**config.mk**
```make
export PLATFORM = sky130hd
export DESIGN_NAME = selector_scan_n
export DESIGN_NICKNAME = d
export VERILOG_FILES = /design/src/rtl/selector_scan_n.sv
export SDC_FILE = /design/constraint.sdc
export NUM_CORES = 1
export LEC_CHECK = 0
export ABC_AREA = 0
export BUFFER_PORTS_ARGS = -buffer_cell sky130_fd_sc_hd__buf_2
export CORE_UTILIZATION = 30
export CTS_CLUSTER_DIAMETER = 50
export DETAILED_ROUTE_END_ITERATION = 12
export PLACE_DENSITY = 0.53
export SLEW_MARGIN = 20
export SYNTH_ARGS = -nofsm -noshare
export SYNTH_HDL_FRONTEND = slang
export SYNTH_SLANG_ARGS = --single-unit
```
**constraint.sdc**
```tcl
create_clock -name iClk -period 2.17 [get_ports iClk]
set_clock_uncertainty 0.05 [all_clocks]
set_input_delay 0.1085 -clock iClk [delete_from_list [all_inputs] [get_ports iClk]]
set_output_delay 0.1085 -clock iClk [all_outputs]
set_load 0.05 [all_outputs]
```
**src/rtl/selector_scan_n.sv**
```systemverilog
// N-channel, W-bit registered selector with manual select and auto-scan modes.
// Scan mode rotates through unmasked channels, holding each for DWELL enabled
// cycles. Registered output with a valid flag and a wrap strobe.
module selector_scan_n #(
  parameter int unsigned WIDTH    = 4,
  parameter int unsigned CHANNELS = 4,
  parameter int unsigned SEL_W    = 2,
  parameter int unsigned DWELL    = 4
) (
  input  logic                      iClk,
  input  logic                      iRst_n,
  input  logic [WIDTH*CHANNELS-1:0] iC,
  input  logic [SEL_W-1:0]          iS,
  input  logic                      iMode,
  input  logic                      iEn,
  input  logic [CHANNELS-1:0]       iMask,
  output logic [WIDTH-1:0]          oZ,
  output logic [SEL_W-1:0]          oCh,
  output logic                      oValid,
  output logic                      oWrap
);

  localparam int unsigned CntW = $clog2(DWELL) + 1;
  localparam logic [CntW-1:0] CntLast = CntW'(DWELL - 1);

  typedef enum logic [1:0] {StMan, StScan, StStall} state_e;

  state_e              state_q, state_d;
  logic [WIDTH-1:0]    z_q, z_d;
  logic [SEL_W-1:0]    ch_q, ch_d;
  logic                valid_q, valid_d;
  logic                wrap_q, wrap_d;
  logic [CntW-1:0]     cnt_q, cnt_d;

  logic                any_unmasked;
  logic                above_found;
  logic                cur_masked;
  logic                sel_legal;
  logic [SEL_W-1:0]    lowest_idx;
  logic [SEL_W-1:0]    next_idx;
  logic                advance;
  logic [SEL_W-1:0]    scan_ch;
  logic [WIDTH-1:0]    man_z;
  logic [WIDTH-1:0]    entry_z;
  logic [WIDTH-1:0]    scan_z;

  // Returns channel idx of the packed bus; out-of-range indices read as zero.
  function automatic logic [WIDTH-1:0] chan_data(input logic [SEL_W-1:0]          idx,
                                                 input logic [WIDTH*CHANNELS-1:0] bus);
    logic [WIDTH-1:0] res;
    res = '0;
    for (int k = 0; k < int'(CHANNELS); k++) begin
      if (SEL_W'(k) == idx) res = bus[k*WIDTH +: WIDTH];
    end
    return res;
  endfunction

  // Channel search: lowest unmasked, next unmasked strictly above oCh, and
  // whether the current channel / manual select are usable.
  always_comb begin
    any_unmasked = 1'b0;
    above_found  = 1'b0;
    cur_masked   = 1'b0;
    sel_legal    = 1'b0;
    lowest_idx   = '0;
    next_idx     = '0;
    // Descending walk so the last hit is the smallest qualifying index.
    for (int k = int'(CHANNELS) - 1; k >= 0; k--) begin
      if (!iMask[k]) begin
        any_unmasked = 1'b1;
        lowest_idx   = SEL_W'(k);
        if (k > int'(ch_q)) begin
          above_found = 1'b1;
          next_idx    = SEL_W'(k);
        end
      end
      if (SEL_W'(k) == ch_q) cur_masked = iMask[k];
      if (SEL_W'(k) == iS)   sel_legal  = 1'b1;
    end
    // Nothing above the current channel: wrap around to the lowest one.
    if (!above_found) next_idx = lowest_idx;
  end

  // Candidate data for each kind of update.
  always_comb begin
    advance = (cnt_q == CntLast) || cur_masked;
    scan_ch = advance ? next_idx : ch_q;
    man_z   = chan_data(iS, iC);
    entry_z = chan_data(lowest_idx, iC);
    scan_z  = chan_data(scan_ch, iC);
  end

  // Next-state and output register update; everything holds while iEn is low.
  always_comb begin
    state_d = state_q;
    z_d     = z_q;
    ch_d    = ch_q;
    valid_d = valid_q;
    cnt_d   = cnt_q;
    wrap_d  = 1'b0;
    if (iEn) begin
      unique case (state_q)
        StMan: begin
          cnt_d = '0;
          if (!iMode) begin
            ch_d    = iS;
            z_d     = man_z;
            valid_d = sel_legal;
          end else if (any_unmasked) begin
            state_d = StScan;
            ch_d    = lowest_idx;
            z_d     = entry_z;
            valid_d = 1'b1;
          end else begin
            state_d = StStall;
            valid_d = 1'b0;
          end
        end
        StScan: begin
          if (!iMode) begin
            state_d = StMan;
            ch_d    = iS;
            z_d     = man_z;
            valid_d = sel_legal;
            cnt_d   = '0;
          end else if (!any_unmasked) begin
            state_d = StStall;
            valid_d = 1'b0;
            cnt_d   = '0;
          end else begin
            valid_d = 1'b1;
            ch_d    = scan_ch;
            z_d     = scan_z;
            if (advance) begin
              cnt_d  = '0;
              // No unmasked channel above the old one means we went round.
              wrap_d = !above_found;
            end else begin
              cnt_d = cnt_q + CntW'(1);
            end
          end
        end
        StStall: begin
          cnt_d = '0;
          if (!iMode) begin
            state_d = StMan;
            ch_d    = iS;
            z_d     = man_z;
            valid_d = sel_legal;
          end else if (any_unmasked) begin
            state_d = StScan;
            ch_d    = lowest_idx;
            z_d     = entry_z;
            valid_d = 1'b1;
          end else begin
            valid_d = 1'b0;
          end
        end
        default: begin
          state_d = StMan;
          cnt_d   = '0;
          valid_d = 1'b0;
        end
      endcase
    end
  end

  // State and output registers.
  always_ff @(posedge iClk or negedge iRst_n) begin
    if (!iRst_n) begin
      state_q <= StMan;
      z_q     <= '0;
      ch_q    <= '0;
      valid_q <= 1'b0;
      wrap_q  <= 1'b0;
      cnt_q   <= '0;
    end else begin
      state_q <= state_d;
      z_q     <= z_d;
      ch_q    <= ch_d;
      valid_q <= valid_d;
      wrap_q  <= wrap_d;
      cnt_q   <= cnt_d;
    end
  end

  assign oZ     = z_q;
  assign oCh    = ch_q;
  assign oValid = valid_q;
  assign oWrap  = wrap_q;

endmodule

```
==> metrics.md, run 1 <==
| Metric | Value |
|---|---|
| Cts bufs inserted | 3 |
| RSZ-0062 raised after global routing | false |
| Fillcell total | between 500 and 600 |
| CP Max Fanout | 16 |
| Max_slew headroom | between 60% and 70% |
| Die Span Y | roughly 72 microns |
| H-tree Lvls | 1 |
| CTS Buffer Depth | 2 |
| Max IR drop VDD | roughly 220 uV |
| Least-Margin Pin Slew | a little under 500 ps |
| GPL Wtd Cong | approximately 0.8 |
| Post-layout util | 39.50% |
| Fin crit share | between 90 and 100% |
| Async SR Flop Fraction | 100.0% |
| CTS sink cnt | 13 |
| Fmax | 478.1 MHz |
| Row cnt | 25 |
| Total track usage | between 15 and 20% |
| Commonest cells post-synth | a21oi_1, dfrtp_1, o21ai_0 |
| Count leader, synth | a21oi_1 |
| Mean area per synthesized cell | around 8.5 sq um |
| Sequential area share after synthesis | between 20% and 30% |
| Max-cap violations | 0 |
| Detailed Route WL | roughly 4500 microns |
| Top FF cell, synth | dfrtp_1 |
| Setup bufs post-CTS | 0 |
| WL per Instance | about 16 microns |
| HP Class | input pin to flip-flop |
| First-pass GRT wire length | slightly above 7000 microns |
| Hold Fails Final Rpt | 0 |
| #FFs+latches synth | 13 |
| Yosys cell types | 54 |
| Yosys top cell by area | dfrtp_1 |
| Antenna Nets Post-Route | 0 |
| Worst path required time | between 2000 and 2500 ps |
| Mapped Nets | ~200 |
| Syn. warnings | 0 |
| Congestion Overflow GR | 0 |
| Min Tclk post-route | approximately 2100 ps |
| Initial antenna violation count | 0 |
| Starting density of the core | a little under a third |
| Final Max Slew Viols | 0 |
| Layout net count | roughly 240 |
| Post-DP HPWL | roughly 3400 microns |
| Netlist Area Pre-Place | around 1500 sq um |
| P_leak | approximately 0.76 nW |
| Die ar. | between 5000 and 6000 sq um |
| Endpoint class of the critical path | flip-flop |
| CP arrival | roughly 2200 ps |
| First-pass DRT Iterations | 4 |
| DR vias | between 1500 and 2000 |
| Layout area overhead | 26.67% |
| Startpoint types | flip-flop |
| Status | complete, no violations |
| Via-to-Cell Ratio | ~5.7 |
| ANT cells | 0 |
| Port-buffer cells | 33 |
| Core area | 4755 sq um |
| Number of global-route vias before repair | 1366 |
| Worst-path clk slew | about 60 ps |
| Worst-Skew Late Latency | roughly 250 ps |
| Number of synthesized flops with an enable pin | 0 |
| Fraction of layout cells with a size suffix above 1 | 34.45% |
| Die W | 72.30 microns |
| Top cell type's share of synthesized area | between 20% and 30% |
| IO Pins | 34 |
| Setup CP Type | flip-flop to flip-flop |
| Worst slack at placement | -16.40 ps |
| PwrDens | 568.1 nW/um^2 |
| Starting DRT DRC Count | 119 |
| Largest net degree at the start of global routing | 19 |
| DRC | 0 |
| CTS root buf | clkbuf_8 |
| Area contributors post-synth | dfrtp_1, a21oi_1, mux4_2 |
| Power, Total | 1.067 mW |
| Cells after synthesis | around 180 |
| Final WS setup | just under 80 ps |
| Setup-failing EPs final | 0 |
| CTS tree | built |
-- registers in the layout (all words and copies together), names as in the netlist --
name     flops
cnt_q        3
oCh          2
oValid       1
oWrap        1
oZ           4
state_q      2
-- report_power, final --
part	internal (mW)	switching (mW)
Combinational	0.210	0.329
Clock	0.130	0.100
Sequential	0.267	0.0308
-- per-layer routing --
| metal | vias up | GRT usage, % | wire length [microns] |
|---|---|---|---|
| li1 | 764 | - | - |
| met1 | 747 | 26.09 | 2201 |
| met2 | 53 | 26.06 | 2013 |
| met3 | 6 | 3.333 | 219 |
| met4 | 0 | 3.268 | 41 |
| met5 | - | 0 | 0 |
-- cell families (layout without fill, tap and decap cells) --
family | after synthesis | count (layout) | share of synthesized area, %
buffers and inverters | 27 | 61 | 9.198
multiplexers | 7 | 7 | 8.523
flip-flops | 13 | 13 | 21.94
adder cells (fa/ha/maj) | 4 | 4 | 3.122
AO/OA/AOI/OAI | 84 | 84 | 41.27
AND/OR/NAND/NOR | 40 | 40 | 15.95
-- final timing paths --
kind / end / slack (ps) / from / cells past startpoint
setup / recovery: oZ[3] / 80 / cnt_q[0] / 8
hold / removal: cnt_q[2] / 160 / iEn / 2
setup reg to reg: oZ[3] / 80 / cnt_q[0] / 8
hold reg to reg: oValid / 460 / oValid / 2
max in group asynchronous: oZ[0] / 1590 / iRst_n / 2
min in group asynchronous: cnt_q[2] / 240 / iRst_n / 2
-- cells in the final DEF, fill, tap and decap left out, types with 2 or more instances in the layout --
cell type | netlist | final
a21o_1 | 2 | 2
clkbuf_8 | 0 | 3
nor3b_1 | 2 | 2
a21oi_1 | 18 | 18
nand2_1 | 6 | 6
o21ai_1 | 1 | 3
o31ai_2 | 0 | 7
nand4_1 | 3 | 3
buf_2 | 4 | 33
buf_4 | 3 | 10
and4_1 | 8 | 8
nor2b_1 | 3 | 3
inv_1 | 11 | 11
mux4_2 | 4 | 4
a221o_1 | 4 | 4
a31oi_1 | 4 | 4
o2bb2ai_1 | 8 | 8
o21ai_0 | 12 | 10
o22ai_1 | 3 | 3
dfrtp_1 | 13 | 13
a22o_1 | 8 | 8
o31ai_1 | 9 | 2
nand3_1 | 2 | 2
nor2_1 | 9 | 9
-- final cells by class --
cell class	count	area [sq um]	share of cell area, %
clock buffer	4	45.04	2.398
multi-input combinational	135	1109	59.03
timing repair buffer	45	270.3	14.39
tap	67	83.83	4.464
sequential	13	325.3	17.32
inverter	12	45.04	2.398
-- metrics by stage --
stage                     hold WS (ps)  setup TNS, ps  instances  cell area (sq um)
final                            157.6              0        276               1878
after global routing             197.6              0        276               1878
after CTS                        156.9         -16.68        276               1800
after detailed placement        -27.46         -19.55        271               1735
after global placement          -26.99         -62.58        271               1735
after floorplan                 -237.1              0        175               1483
-- critical path: stages (launching register included) --
cell and delay, ps:
dfrtp_1 380, ha_2 200, ha_4 170, nand2b_1 150, or2_4 290, buf_12 160, and4_1 200, o31ai_2 250
a31oi_1 110
-- timing repair --
item / 4_1_cts / 5_1_grt
hold buffers: 1 / 0
setup endpoints to repair: 3 / 6
pin swaps: 0 / 3
hold endpoints to repair: 13 / 0
resized for setup: 2 / 14
No activity file was read; power rests on OpenSTA's default activity.
==> run 2, diff against run 1 <==
--- a/config.mk
+++ b/config.mk
@@ -10,7 +10,7 @@
 export CORE_UTILIZATION = 30
 export CTS_CLUSTER_DIAMETER = 50
 export DETAILED_ROUTE_END_ITERATION = 12
-export PLACE_DENSITY = 0.53
+export PLACE_DENSITY = 0.51
 export SLEW_MARGIN = 20
 export SYNTH_ARGS = -nofsm -noshare
 export SYNTH_HDL_FRONTEND = slang
==> constraint.sdc (replaced) <==
create_clock -name iClk -period 2.4 [get_ports iClk]
set_clock_uncertainty 0.05 [all_clocks]
set_input_delay 0.12 -clock iClk [delete_from_list [all_inputs] [get_ports iClk]]
set_output_delay 0.12 -clock iClk [all_outputs]
set_load 0.05 [all_outputs]
==> run 2 against run 1 <==
Non-clock buffer count shrank 7. Critical path depth fell by 1. Sequential power down 10%. Sequential share of layout area is 1.2 points higher. Hold slack barely moved. Register-to-register slack improved by 50 ps. Final cell count down 2.5%. Clock-buffer cell count is 1 lower. First-iteration DRC count shrank 3.4%. Die area did not move. Sequential cell count unchanged. Global-route usage down 0.49 points. Critical endpoint unchanged. Largest cell class unchanged. Highest routed layer is now met3.
==> metrics.md, run 2 (synthesis results as in run 1) <==
| Metric | Value |
|---|---|
| Worst reg-to-reg path cell count | 7 |
| Commonest non-fill, non-tap cell in the layout | buf_2 |
| Routed met3 length | 221 microns |
| Largest net degree at the start of global routing | 21 |
| Via-to-Cell Ratio | ~5.6 |
| Final non-filler cell total | roughly 270 |
| Top sig layer | met3 |
| Min Tclk post-route | roughly 2300 ps |
| DR vias | roughly 1500 |
| H-tree Lvls | 1 |
| Sw Ratio | 43.15% |
| Antenna Nets Post-Route | 0 |
| Max IR drop VDD | 134.1 uV |
| Worst slack at placement | 86.24 ps |
| IO Pins | 34 |
| Delay-heaviest family, CP | compound AO/OA/AOI/OAI gates |
| CP max stage delay | 390 ps |
| Max FFs per register | 4 |
| RSZ-0062 raised after global routing | false |
| Port-buffer cells | 33 |
| Critical path depth | 7 |
| Die ar. | ~5200 sq um |
| Worst-path cell chain | ha_1 > ha_1 > maj3_2 > a221oi_4 > o211a_1 > o31ai_1 > a31oi_1 |
| Final WS setup | between 100 and 150 ps |
| R2R Path Start | cnt_q[0] |
| Die Span Y | about 72 microns |
| Setup TNS | 0 ps |
| Clk pwr share | between 20% and 30% |
| First-pass DRT Iterations | 4 |
| Fraction of layout cells with a size suffix above 1 | between 20 and 30% |
| Final Max Slew Viols | 0 |
| Design Area, Final | between 1500 and 2000 sq um |
| Die W | about 72 microns |
| Reg2reg end | oZ[3] |
| Placed inst area | roughly 1700 sq um |
| Worst path bufs/invs | 0 |
| Setup-failing EPs final | 0 |
| P_int | between 0.5 and 0.6 mW |
| Hold Fails Final Rpt | 0 |
| PwrDens | around 520 nW/um^2 |
| CTS tree | built |
| Worst-path clk slew | 60 ps |
| CP Max Fanout | 7 |
| Combinational share of power | between 40 and 50% |
| Congestion Overflow GR | 0 |
| Crit path to | oZ[3] |
| First-pass GRT wire length | about 7000 microns |
| WL per Instance | approximately 16 microns |
| Max-cap violations | 0 |
| Total track usage | approximately 17% |
| Most frequent cells in the layout | buf_2, a21oi_1, dfrtp_1 |
| DRC | 0 |
| CP max-delay cell | dfrtp_1 |
| Least-Margin Pin Slew | approximately 670 ps |
| Cts bufs inserted | 3 |
| Initial antenna violation count | 0 |
| CTS Buffer Depth | 2 |
| Internal reg-to-reg setup slack | 130 ps |
| Post-Place Cells | ~260 |
| GPL Wtd Cong | 0.7995 |
| Post-DP HPWL | 3362 microns |
| CP arrival | 2370 ps |
| Fin crit share | a little over nine tenths |
| HP Class | input pin to flip-flop |
| Starting DRT DRC Count | roughly 120 |
| Fmax | about 440 MHz |
| Endpoint class of the critical path | flip-flop |
| Setup CP Type | flip-flop to flip-flop |
| Cell mode on critical path | ha_1 |
| CTS root buf | clkbuf_8 |
| Status | complete, no violations |
| Post-layout util | between 30% and 40% |
| Critical Path Source | cnt_q[0] |
| Layout net count | 231 |
| Row cnt | 25 |
| Layout area overhead | 18.48% |
| WHS | ~160 ps |
| Starting density of the core | 31.18% |
| Worst-Skew Late Latency | between 200 and 250 ps |
| Met2 WL | approximately 2000 microns |
| Met1 Routed Length | approximately 2200 microns |
| Max_slew headroom | a little under three fifths |
| Number of global-route vias before repair | ~1300 |
| CTS sink cnt | 13 |
| P_leak | between 0.7 and 0.8 nW |
| ANT cells | 0 |
| Sequential share of power | between 20% and 30% |
| P_sw | ~0.4 mW |
| Detailed Route WL | 4396 microns |
| Core area | between 4000 and 5000 sq um |
| Worst path required time | 2500 ps |
| Power, Total | 0.9138 mW |
| Startpoint types | flip-flop |
-- run 2: final cells by class --
cell class	count	area, sq um
clock buffer	3	41.29
clock inverter	1	5.005
fill	511	2998
inverter	12	45.04
multi-input combinational	135	1051
sequential	13	325.3
tap	67	83.83
timing repair buffer	38	205.2
-- run 2: metal layers --
| layer | global-route usage, % | up-vias |
|---|---|---|
| li1 | - | 750 |
| met2 | 25.96 | 39 |
| met1 | 26.46 | 716 |
| met3 | 1.389 | 0 |
| met4 | 1.961 | 0 |
| met5 | 0 | - |
-- run 2: power groups by stage --
stage | clock, mW | sequential, mW | combinational [mW]
floorplan | 0 | 0.329 | 0.262
global placement | 0 | 0.271 | 0.429
detailed placement | 0 | 0.272 | 0.426
CTS | 0.200 | 0.269 | 0.430
global route | 0.213 | 0.273 | 0.485
finish | 0.198 | 0.268 | 0.447
-- run 2: worst register-to-register path: cells and delay by family (launching register included) --
family                     cells  cell delay [ps]
adders and majority gates      3              820
DFF                            1              390
AOI/OAI and AO/OA              4              910
-- run 2: worst min path at each step --
stage,from,endpoint,slack [ps],depth (start not counted)
floorplan,iRst_n,cnt_q[0],-230,0
global placement,iRst_n,state_q[0],-10,1
detailed placement,iRst_n,oWrap,-20,1
CTS,iEn,state_q[1],160,2
global route,iEn,state_q[0],170,2
finish,iEn,state_q[1],160,2
-- run 2: repair_timing --
item                                    4_1_cts  5_1_grt
hold endpoints to repair                     13        0
endpoints found under the setup margin        0        4
hold buffers                                  1        0
buffers inserted                              0        0
gates resized for setup                       0        3
==> run 3, diff against run 2 <==
--- a/config.mk
+++ b/config.mk
@@ -5,12 +5,12 @@
 export SDC_FILE = /design/constraint.sdc
 export NUM_CORES = 1
 export LEC_CHECK = 0
-export ABC_AREA = 0
+export ABC_AREA = 1
 export BUFFER_PORTS_ARGS = -buffer_cell sky130_fd_sc_hd__buf_2
 export CORE_UTILIZATION = 30
 export CTS_CLUSTER_DIAMETER = 50
 export DETAILED_ROUTE_END_ITERATION = 12
-export PLACE_DENSITY = 0.51
+export PLACE_DENSITY = 0.52
 export SLEW_MARGIN = 20
 export SYNTH_ARGS = -nofsm -noshare
 export SYNTH_HDL_FRONTEND = slang
==> run 3 against run 2 <==
Clock-buffer cell count grew 1. Via count decreased by 3.2%. Highest routed layer is now met4. First-iteration DRC count rose by 31%. Final cell count is 7.4% higher. Setup slack gained 330 ps. Clock power is essentially flat. Global-route usage increased by 1.6 points. Combinational power rose to 2.6 times the previous value. Fmax grew 17%. Register-to-register slack better by 330 ps. Critical endpoint is now oZ[2]. Sequential power rose by 45%.
==> metrics.md, run 3 <==
| Metric | Value |
|---|---|
| Cts bufs inserted | 3 |
| Starting density of the core | 31.72% |
| Post-DP HPWL | around 3000 microns |
| Delay-heaviest family, CP | simple AND/OR/NAND/NOR gates |
| Worst hold path depth | 3 |
| Fillcell total | 450 |
| Die W | slightly below 70 microns |
| WL per Instance | 13.17 microns |
| Layout area overhead | 18.73% |
| Final Max Slew Viols | 0 |
| Compound-Gate Fraction of Synth Area | about 17% |
| Max-cap violations | 0 |
| Area contributors post-synth | dfrtp_1, nand2_1, nand3_1 |
| Die ar. | ~4600 sq um |
| Top cell type's share of synthesized area | about 25% |
| IO Pins | 34 |
| Async SR Flop Fraction | 100.0% |
| XOR/XNOR Fraction of Synth Area | 0% |
| CTS sink cnt | 13 |
| Core area | 4086 sq um |
| Multi-input gate area | approximately 840 sq um |
| Worst-path cell chain | ha_1 > ha_1 > a21oi_4 > nand2_4 > inv_1 > nand2_1 > nand2_4 > nand3b_1 > nand2_1 > clkinv_1 > nand2_1 > nand2_1 > nand2_1 > nand2_1 |
| Setup CP Type | flip-flop to flip-flop |
| Worst-Skew Late Latency | 250 ps |
| Port-buffer cells | 33 |
| Count leader, synth | nand2_1 |
| Worst path bufs/invs | 2 |
| Cell mode on critical path | nand2_1 |
| CP arrival | just over 2000 ps |
| Via-to-Cell Ratio | 5.042 |
| Fraction of layout cells with a size suffix above 1 | a little over a fifth |
| Worst reg-to-reg path cell count | 14 |
| Worst-path clk slew | roughly 60 ps |
| P_leak | 0.7998 nW |
| Fin crit share | just over 80% |
| HP Class | input pin to flip-flop |
| Design Area, Final | 1539 sq um |
| Number of global-route vias before repair | 1337 |
| Hold_buf cts | 1 |
| Mean area per synthesized cell | between 6 and 7 sq um |
| Critical path depth | 14 |
| Min Tclk post-route | roughly 1900 ps |
| DR vias | 1457 |
| Least-Margin Pin Slew | about 460 ps |
| Post-synthesis mux area share | 0% |
| Met2 GRT Util | between 20% and 30% |
| #FFs+latches synth | 13 |
| Sw Ratio | about 56% |
| WHS | between 100 and 150 ps |
| Commonest non-fill, non-tap cell in the layout | nand2_1 |
| Endpoint class of the critical path | flip-flop |
| Row cnt | 23 |
| Fmax | about 520 MHz |
| Max_slew headroom | a little over two thirds |
| Initial antenna violation count | 0 |
| ANT cells | 0 |
| H-tree Lvls | 1 |
| Setup bufs post-CTS | 0 |
| Top FF cell, synth | dfrtp_1 |
| Setup TNS | 0 ps |
| Worst path required time | 2490 ps |
| P_sw | 0.9923 mW |
| Starting DRT DRC Count | between 150 and 200 |
| Simple-Gate Fraction of Synth Area | a little under half |
| CTS Buffer Depth | 2 |
| Congestion Overflow GR | 0 |
| Most frequent cells in the layout | nand2_1, buf_2, nand3_1 |
| Register area | 325.3 sq um |
| Synth Area in Adders | a little under 2% |
| Clk pwr share | between 10 and 15% |
| Placed inst area | 1484 sq um |
| Worst slack at placement | 475.0 ps |
| Combinational share of power | between 60% and 70% |
| Power, Total | ~1.8 mW |
| Yosys cell types | 33 |
| CP Max Fanout | 8 |
| Sequential share of power | 22.1% |
| Startpoint types | flip-flop |
| Commonest cells post-synth | nand2_1, nand3_1, inv_1 |
| First-pass DRT Iterations | 4 |
| CP max stage delay | 370 ps |
| Setup-failing EPs final | 0 |
| Antenna Nets Post-Route | 0 |
| Cells after synthesis | slightly above 200 |
| Post-cts resize count | 0 |
| Total track usage | 18.57% |
| Mapped Nets | 235 |
| Netlist Area Pre-Place | 1296 sq um |
| DRC | 0 |
| Sequential area share after synthesis | 25.10% |
| Syn. warnings | 0 |
| Number of synthesized flops with an enable pin | 0 |
| P_int | 0.7656 mW |
| RSZ-0062 raised after global routing | false |
| Yosys top cell by area | dfrtp_1 |
| GRT met1 Usage | between 20% and 30% |
| Largest net degree at the start of global routing | 16 |
| Layout net count | around 270 |
| Largest family of logic cells by synthesized area | simple AND/OR/NAND/NOR gates |
| Status | complete, no violations |
| Detailed Route WL | between 3000 and 4000 microns |
| CP max-delay cell | dfrtp_1 |
| Final WS setup | between 400 and 500 ps |
| PwrDens | around 1100 nW/um^2 |
| Max IR drop VDD | ~500 uV |
| Grt met3 use | 2.027% |
| Die Span Y | ~68 microns |
| Hold Fails Final Rpt | 0 |
| First-pass GRT wire length | around 6400 microns |
| CTS root buf | clkbuf_8 |
| Busiest layer in global routing | met2 |
| CTS tree | built |
| Max FFs per register | 4 |
| GPL Wtd Cong | 0.8705 |
-- run 3: cell types whose count changed after synthesis, sizes merged, moves of 7 or more --
cell and change:
inv +10, a22o -8, o31ai -9, o21ai -7, nand3 +30, and4 -8
o2bb2ai -8, nand2 +63
-- run 3: path summary, 6_finish.rpt --
check | start | to | slack [ps]
max reg2reg | cnt_q[0] | oZ[2] | 460
min reg2reg | oZ[3] | oZ[3] | 430
min in group asynchronous | iRst_n | oZ[2] | 250
max | cnt_q[0] | oZ[2] | 460
max in group asynchronous | iRst_n | oCh[1] | 1810
min | iMode | oCh[0] | 140
-- run 3: stage by stage --
step	utilization, %	cells
2_1_floorplan	-	207
6_report	37.66	289
4_1_cts	37.66	289
3_3_place_gp	36.31	284
3_5_place_dp	36.31	284
5_1_grt	37.66	289
-- run 3: power groups by stage --
stage	clock (mW)	combinational [mW]	sequential, mW
6_report	0.196	1.17	0.388
5_1_grt	0.215	1.31	0.403
4_1_cts	0.206	1.17	0.390
3_5_place_dp	0	1.16	0.394
3_3_place_gp	0	1.17	0.398
2_1_floorplan	0	0.785	0.554
-- run 3: kinds of logic after synthesis --
| family | count (synthesis) |
|---|---|
| adder cells (fa/ha/maj) | 2 |
| AND/OR/NAND/NOR | 127 |
| buffers and inverters | 30 |
| flip-flops | 13 |
| AO/OA/AOI/OAI | 35 |
-- run 3: layer usage --
metal	wire, microns	up-vias
met3	232	5
met4	50	0
met2	1554	49
met1	1970	639
met5	0	-
li1	-	764
-- run 3: tightest hold or removal path: cells and delay by family --
kind | cells | cell delay, ps
buffers and inverters | 1 | 110
AO/OA/AOI/OAI | 2 | 160
-- run 3: area by class of cell --
| type | instances | share of cell area (%) |
|---|---|---|
| clock buffer | 4 | 2.927 |
| inverter | 23 | 5.610 |
| tap | 50 | 4.065 |
| timing repair buffer | 35 | 11.87 |
| sequential | 13 | 21.14 |
| multi-input combinational | 164 | 54.39 |
